### src/rtl/dmem_arbiter.sv
// Two-port data-memory arbiter (CPU = port 0, DMA = port 1) with lock ownership and lock timeout.
// Define DMEM_ARB_RR_EN for round-robin contention; otherwise port 0 wins contention.
module dmem_arbiter (
   input  logic        clk,
   input  logic        rst,
   input  logic        p0_req,
   input  logic [31:0] p0_addr,
   input  logic [31:0] p0_wdata,
   input  logic [2:0]  p0_memop,
   input  logic        p0_we,
   input  logic        p0_lock,
   output logic        p0_gnt,
   output logic        p0_rvalid,
   output logic [31:0] p0_rdata,
   output logic        p0_err,
   input  logic        p1_req,
   input  logic [31:0] p1_addr,
   input  logic [31:0] p1_wdata,
   input  logic [2:0]  p1_memop,
   input  logic        p1_we,
   input  logic        p1_lock,
   output logic        p1_gnt,
   output logic        p1_rvalid,
   output logic [31:0] p1_rdata,
   output logic        p1_err,
   output logic [31:0] mem_addr,
   output logic [31:0] mem_datain,
   output logic [2:0]  mem_memop,
   output logic        mem_we,
   input  logic [31:0] mem_dataout,
   output logic [1:0]  dbg_state
);

   // Handshake: an access is issued in the cycle where pN_req and pN_gnt are both 1;
   // its completion (pN_rvalid with pN_err/pN_rdata) appears exactly one cycle later.

   typedef enum logic [1:0] {
      IDLE  = 2'd0,
      LOCK0 = 2'd1,
      LOCK1 = 2'd2
   } state_t;

   state_t      state_q, state_d;
   logic [3:0]  lock_cnt_q, lock_cnt_d;
   logic        tag_valid_q, tag_port_q, tag_err_q, tag_we_q;
   logic        gnt0, gnt1;
   logic        p0_illegal, p1_illegal;
   logic        favour1;
   logic        done_live;

   function automatic logic is_illegal(input logic [2:0] memop, input logic [1:0] a);
      is_illegal = (memop == 3'b011) || (memop == 3'b110) || (memop == 3'b111) ||
                   ((memop[1:0] == 2'b10) && (a != 2'b00)) ||
                   ((memop[1:0] == 2'b01) && a[0]);
   endfunction

   assign p0_illegal = is_illegal(p0_memop, p0_addr[1:0]);
   assign p1_illegal = is_illegal(p1_memop, p1_addr[1:0]);

`ifdef DMEM_ARB_RR_EN
   logic rr_ptr_q;
   // Pointer names the port favoured at the next IDLE contention.
   always_ff @(posedge clk) begin
      if (rst)       rr_ptr_q <= 1'b0;
      else if (gnt0) rr_ptr_q <= 1'b1;
      else if (gnt1) rr_ptr_q <= 1'b0;
   end
   assign favour1 = rr_ptr_q;
`else
   assign favour1 = 1'b0;
`endif

   always_comb begin
      state_d    = state_q;
      lock_cnt_d = lock_cnt_q;
      gnt0       = 1'b0;
      gnt1       = 1'b0;
      case (state_q)
         IDLE: begin
            if (p0_req && p1_req) begin
               gnt0 = !favour1;
               gnt1 = favour1;
            end else begin
               gnt0 = p0_req;
               gnt1 = p1_req;
            end
         end
         LOCK0:   gnt0 = p0_req;
         LOCK1:   gnt1 = p1_req;
         default: ;
      endcase
      if (rst) begin
         gnt0 = 1'b0;
         gnt1 = 1'b0;
      end
      if (gnt0) begin
         state_d    = p0_lock ? LOCK0 : IDLE;
         lock_cnt_d = 4'd0;
      end else if (gnt1) begin
         state_d    = p1_lock ? LOCK1 : IDLE;
         lock_cnt_d = 4'd0;
      end else if (state_q != IDLE) begin
         // The owner's 15th idle locked cycle releases the lock.
         if (lock_cnt_q == 4'd14) begin
            state_d    = IDLE;
            lock_cnt_d = 4'd0;
         end else begin
            lock_cnt_d = lock_cnt_q + 4'd1;
         end
      end
   end

   always_ff @(posedge clk) begin
      if (rst) begin
         state_q    <= IDLE;
         lock_cnt_q <= 4'd0;
      end else begin
         state_q    <= state_d;
         lock_cnt_q <= lock_cnt_d;
      end
   end

   always_comb begin
      mem_addr   = 32'd0;
      mem_datain = 32'd0;
      mem_memop  = 3'b010;
      mem_we     = 1'b0;
      if (gnt0) begin
         mem_addr   = p0_addr;
         mem_datain = p0_wdata;
         mem_memop  = p0_memop;
         mem_we     = p0_we && !p0_illegal;
      end else if (gnt1) begin
         mem_addr   = p1_addr;
         mem_datain = p1_wdata;
         mem_memop  = p1_memop;
         mem_we     = p1_we && !p1_illegal;
      end
   end

   always_ff @(posedge clk) begin
      if (rst) begin
         tag_valid_q <= 1'b0;
         tag_port_q  <= 1'b0;
         tag_err_q   <= 1'b0;
         tag_we_q    <= 1'b0;
      end else begin
         tag_valid_q <= gnt0 || gnt1;
         tag_port_q  <= gnt1;
         tag_err_q   <= gnt1 ? p1_illegal : p0_illegal;
         tag_we_q    <= gnt1 ? p1_we : p0_we;
      end
   end

   // A reset cycle also suppresses the completion of the access granted just before it.
   assign done_live = tag_valid_q && !rst;

   assign p0_gnt    = gnt0;
   assign p1_gnt    = gnt1;
   assign p0_rvalid = done_live && !tag_port_q;
   assign p1_rvalid = done_live && tag_port_q;
   assign p0_err    = p0_rvalid && tag_err_q;
   assign p1_err    = p1_rvalid && tag_err_q;
   assign p0_rdata  = (p0_rvalid && !tag_err_q && !tag_we_q) ? mem_dataout : 32'd0;
   assign p1_rdata  = (p1_rvalid && !tag_err_q && !tag_we_q) ? mem_dataout : 32'd0;
   assign dbg_state = state_q;

endmodule

### config.mk
export PLATFORM = sky130hd
export DESIGN_NAME = dmem_arbiter
export DESIGN_NICKNAME = d
export VERILOG_FILES = /design/src/rtl/dmem_arbiter.sv
export SDC_FILE = /design/constraint.sdc
export NUM_CORES = 1
export LEC_CHECK = 0
export ABC_AREA = 1
export CAP_MARGIN = 20
export CORE_AREA = 2 2 122 124
export DETAILED_ROUTE_END_ITERATION = 8
export DIE_AREA = 0 0 124 126
export GPL_TIMING_DRIVEN = 0
export HOLD_SLACK_MARGIN = 0.06
export PLACE_DENSITY = 0.56
export SKIP_LAST_GASP = 1
export SLEW_MARGIN = 10
export SYNTH_ARGS = -nofsm -noshare
export SYNTH_HDL_FRONTEND = slang
export SYNTH_SLANG_ARGS = --single-unit
### constraint.sdc
create_clock -name clk -period 1.4 [get_ports clk]
set_clock_uncertainty 0.15 [all_clocks]
set_input_delay 0.14 -clock clk [delete_from_list [all_inputs] [get_ports clk]]
set_output_delay 0.14 -clock clk [all_outputs]
set_load 0.005 [all_outputs]
; ---- Word-level counts from Yosys, hierarchy flattened
; Cells that the tools add are included.
[totals]
input_bits = 174
elab_cells = 84
reg_bits = 10
[op_classes]
eq_ne = 13
muxes = 25
reduce_logical = 39
add_sub_neg = 1
[ops]
columns = operator, count
row1 = $mux W32, 6
row2 = $logic_and A1 B1 Y1, 16
row3 = $eq A3 B3 Y1 const B, 4
row4 = $mux W2, 5
row5 = $logic_or A1 B1 Y1, 9
row6 = $mux W1, 9
row7 = $eq A2 B1 Y1 const B, 3
row8 = $eq A2 B2 Y1 const B, 3
row9 = $eq A3 B2 Y1 const B, 2
row10 = $logic_not A1 Y1, 6
row11 = $mux W3, 2
row12 = $reduce_bool A2 Y1, 3
row13 = $reduce_bool A3 Y1, 2
row14 = $add A4 B1 Y4 const B, 1
row15 = $eq A4 B4 Y1 const B, 1
row16 = $mux W4, 1
row17 = $pmux W1 S2, 2
row18 = $reduce_or A3 Y1, 1
row19 = $logic_not A2 Y1, 1
row20 = $reduce_and A2 Y1, 1

; ---- Depth between registers and ports, before layout
[depth]
depth_word = 9
depth_mapped = 7
depth_no_buf = 6

; ---- Least setup slack after synthesis
; OpenSTA, ideal clock, no wires.
[synth_path]
path_kind = register to output
startpoint = register state_q[1], in the netlist dbg_state[1]
endpoint = output mem_addr[10]
required_time_ns = 1.110
setup_slack_ns = 0.003
path_buffers = 2
stages_incl_launch_ff = 8
arrival_time_ns = 1.107
cell_sequence = dfxtp_1 > inv_1 > nand2_1 > nand3_4 > inv_2 > buf_6 > buf_6 > a22o_1
[synth_via]
elab_chain_cells = 5
[synth_rtl]
columns = item, line
row1 = "start, declared", 43  ; state_t state_q, state_d;
row2 = "start signal, assigned", 118  ; state_q <= state_d;
row3 = $eq A2 B2 Y1 / $logic_not A2 Y1 (equally long branches), 78  ; case (state_q)
row4 = $pmux W1 S2, 78
row5 = $mux W1, 92  ; if (rst) begin
row6 = $mux W32, 133  ; end else if (gnt1) begin
row7 = $mux W32 *, 128  ; if (gnt0) begin
row8 = "end, declared", 26  ; output logic [31:0] mem_addr,
; Mark *: on every way between the ends. The rest lies on a longest branch, timed or not.

; ---- Final worst setup path
[layout_path]
startpoint = register state_q[1], in the netlist dbg_state[1]
endpoint = output mem_addr[20]
; The elaborated chain is that of the path after synthesis.

==> impl_metrics.py <==
metrics = {
    "global_routing": {
        "antenna_found_initial": 3,
        "overflow": 0,
        "first_global_vias": 3676,
        "grt_max_degree": 11,
        "grtUsageTotal": 0.158,
        "grt_pass1_wl_mm": 19.0,
    },
    "outcome": {
        "violations": "setup timing",
        "status": "finished with violations",
    },
    "worst_setup_path": {
        "path_cells": "nor2_4 -> nand2_4 -> inv_4 -> buf_8 -> buf_8 -> buf_6 -> buf_6 -> a22o_1 -> buf_2",
        "slowest_stage": "dfxtp_4",
        "cpPeakStageDelay_ns": 0.37,
        "crit_fanout": 4,
        "rrSetupSlack_ns": 0.06,
        "r2r_start": "dbg_state[1]$_SDFFE_PP0P_",
        "crit_family": "buffers and inverters",
        "setup.worst_path.class": "reg -> out",
        "critPathArrivalTime_ns": 1.61,
        "cp-startpoint": "dbg_state[1]$_SDFFE_PP0P_",
        "reg2reg_to": "lock_cnt_q[2]$_SDFFE_PP0P_",
        "end_kind": "primary output",
        "reg2reg_depth": 6,
        "endpoint": "mem_addr[20]",
        "path_depth": 9,
        "critical_path_required_ns": 1.11,
        "crit_buf_inv": 6,
        "start_kind": "flop",
    },
    "cts": {
        "cts-root-buf": "clkbuf_16",
        "clkSinkCount": 10,
        "clk_latency_ns": 0.23,
        "cts.clk_slew.worst_paths_ns": 0.04,
        "cts_buffer_depth": 2,
        "cts_tree": "done",
        "numCtsBuffers": 3,
        "h-tree-depth": 1,
    },
    "synthesis": {
        "yosysWarnings": 0,
        "syn_avg_cell_area_um2": 6.29,
        "synth.distinct_cells": 23,
        "synth-seq-area-share": 0.116,
        "syn_nets": 448,
        "synth_area_um2": 1720,
        "synth-seq-cells": 10,
        "synthCells": 274,
    },
    "layout": {
        "utilization": 0.409,
        "drive_gt1_frac": 0.478,
        "final_common_cell": "clkdlybuf4s50_1",
        "fillers": 1463,
        "multi_input_area_um2": 1460,
        "seq_area_um2": 210,
        "fin_nets": 844,
        "final_cell_mix": "clkdlybuf4s50_1, buf_2, buf_6, a22o_1, inv_1",
        "fin_area_um2": 5860,
        "syn_to_final_growth_pct": 240,
    },
    "drt": {
        "drt_iter0_markers": 69,
        "vias": 3566,
        "drcViolationCount": 0,
        "wirelength_mm": 14.0,
        "dr.pass1.iters": 4,
        "via_per_inst": 4.18,
        "ant_nets": 0,
        "wl_per_cell_um": 16.4,
    },
    "floorplanning": {
        "die_w_um": 124,
        "coreArea_um2": 14300,
        "initial_utilization": 0.120,
        "die_area_um2": 15600,
        "num_io_pins": 314,
        "row_count": 44,
        "die_y_um": 126,
    },
    "run": {
        "drv_cap": 0,
    },
    "timing": {
        "fin_crit_sh": 1.36,
        "tightest_slew_ns": 0.276,
        "worst_slack_ns": -0.504,
        "period_minus_slack_ns": 1.90,
        "maxSlewHeadroom": 0.815,
        "max_clock_freq_mhz": 525,
        "drv_slew": 0,
        "grt_setup_unrepaired": "true",
        "hold_viol": 0,
        "setup_viol": 135,
    },
    "power": {
        "power.density_nw_per_um2": 378,
        "p_leak_nw": 2.90,
        "peakVddDrop_v": 0.000311,
    },
    "placement": {
        "dpl-instance-area_um2": 5080,
        "dp_hpwl_mm": 10.3,
        "gp_congestion": 0.818,
        "io_buffers": 312,
    },
    "min_path": {
        "hold_class": "in -> reg",
    },
}
==> power breakdown <==
part	switching (mW)	leakage [nW]	internal, mW
clock network	0.122	0.0370	0.369
logic	0.516	2.78	0.901
registers	0.0112	0.0839	0.296
total	0.649	2.90	1.57
==> area by class of cell <==
| type | count | area share |
|---|---|---|
| Multi-Input combinational cell | 185 | 0.249 |
| Clock buffer | 3 | 0.0128 |
| Inverter | 58 | 0.0397 |
| Sequential cell | 10 | 0.0359 |
| Timing Repair Buffer | 395 | 0.583 |
| Antenna cell | 2 | 0.000854 |
| Buffer | 17 | 0.0391 |
| Tap cell | 184 | 0.0393 |
==> per-stage QoR <==
| step | std cells | hold WS [ns] | worst slack [ns] | total power [mW] | setup TNS, ns |
|---|---|---|---|---|---|
| 6_report | 854 | 0.0982 | -0.504 | 2.22 | -50.64 |
| 5_1_grt | 852 | 0.124 | -0.555 | 2.34 | -60.72 |
| 4_1_cts | 850 | 0.0811 | -0.546 | 2.17 | -53.03 |
| 3_5_place_dp | 770 | 0.235 | -0.985 | 1.54 | -98.04 |
| 3_3_place_gp | 770 | 0.224 | -0.979 | 1.53 | -97.46 |
| 2_1_floorplan | 274 | 0.137 | 0.00346 | 0.652 | 0 |
==> Yosys cell counts <==
| master | number | area share |
|---|---|---|
| nor2_2 | 1 | 0.0036 |
| nor3_4 | 2 | 0.019 |
| a22oi_1 | 1 | 0.0044 |
| inv_2 | 3 | 0.0065 |
| nor3b_1 | 1 | 0.0044 |
| o21ai_0 | 7 | 0.020 |
| o21ai_1 | 1 | 0.0029 |
| nand2_1 | 12 | 0.026 |
| nand3_2 | 1 | 0.0058 |
| nand3_1 | 8 | 0.023 |
| nand3_4 | 1 | 0.010 |
| o22ai_1 | 4 | 0.015 |
| nor3_1 | 2 | 0.0058 |
| nor4_1 | 2 | 0.0073 |
| nand2_2 | 1 | 0.0036 |
| buf_6 | 15 | 0.098 |
| a22o_1 | 62 | 0.31 |
| inv_1 | 54 | 0.12 |
| nor2_1 | 75 | 0.16 |
| buf_2 | 6 | 0.017 |
| a21oi_1 | 4 | 0.012 |
| dfxtp_1 | 10 | 0.12 |
| inv_4 | 1 | 0.0036 |
==> registers in the layout (all words and copies together) (netlist names) <==
name	cells
tag_port_q	1
tag_we_q	1
tag_valid_q	1
lock_cnt_q	4
dbg_state	2
tag_err_q	1
==> tightest hold or removal path: stages <==
cell     delay (ns)
buf_6          0.13
inv_4          0.07
nand2_1        0.06
nor2_1         0.03
==> worst min path at each step <==
| stage | slack [ns] | startpoint | cells after the start | end |
|---|---|---|---|---|
| after floorplan | 0.14 | p0_lock | 2 | dbg_state[0]$_SDFFE_PP0P_ |
| after global placement | 0.22 | rst | 2 | dbg_state[1]$_SDFFE_PP0P_ |
| after detailed placement | 0.24 | rst | 2 | dbg_state[1]$_SDFFE_PP0P_ |
| after CTS | 0.08 | rst | 4 | tag_err_q$_SDFF_PP0_ |
| after global routing | 0.12 | rst | 4 | tag_err_q$_SDFF_PP0_ |
| final | 0.1 | rst | 4 | tag_err_q$_SDFF_PP0_ |
==> cell families after synthesis <==
kind of cell,count (synthesis),synth area share
flops,10,0.116
simple gates,106,0.272
buf+inv,79,0.243
compound gates,79,0.369
==> timing repair <==
action | CTS | global route
hold buffers | 1 | 0
endpoints found under the hold margin | 3 | 0
cloned | 12 | 1
pin swaps | 33 | 42
buffers inserted | 65 | 12
gates resized for setup | 661 | 105
setup endpoints to repair | 142 | 143
==> metal layers <==
layer | vias up | GRT usage | part of all wire | wire [um]
li1 | 1711 | - | - | -
met1 | 1629 | 0.157 | 0.34 | 4730
met2 | 193 | 0.309 | 0.53 | 7490
met3 | 31 | 0.0457 | 0.099 | 1390
met4 | 2 | 0.0469 | 0.029 | 402
met5 | - | 0 | 0.00093 | 13
No activity file was read; power rests on OpenSTA's default activity.
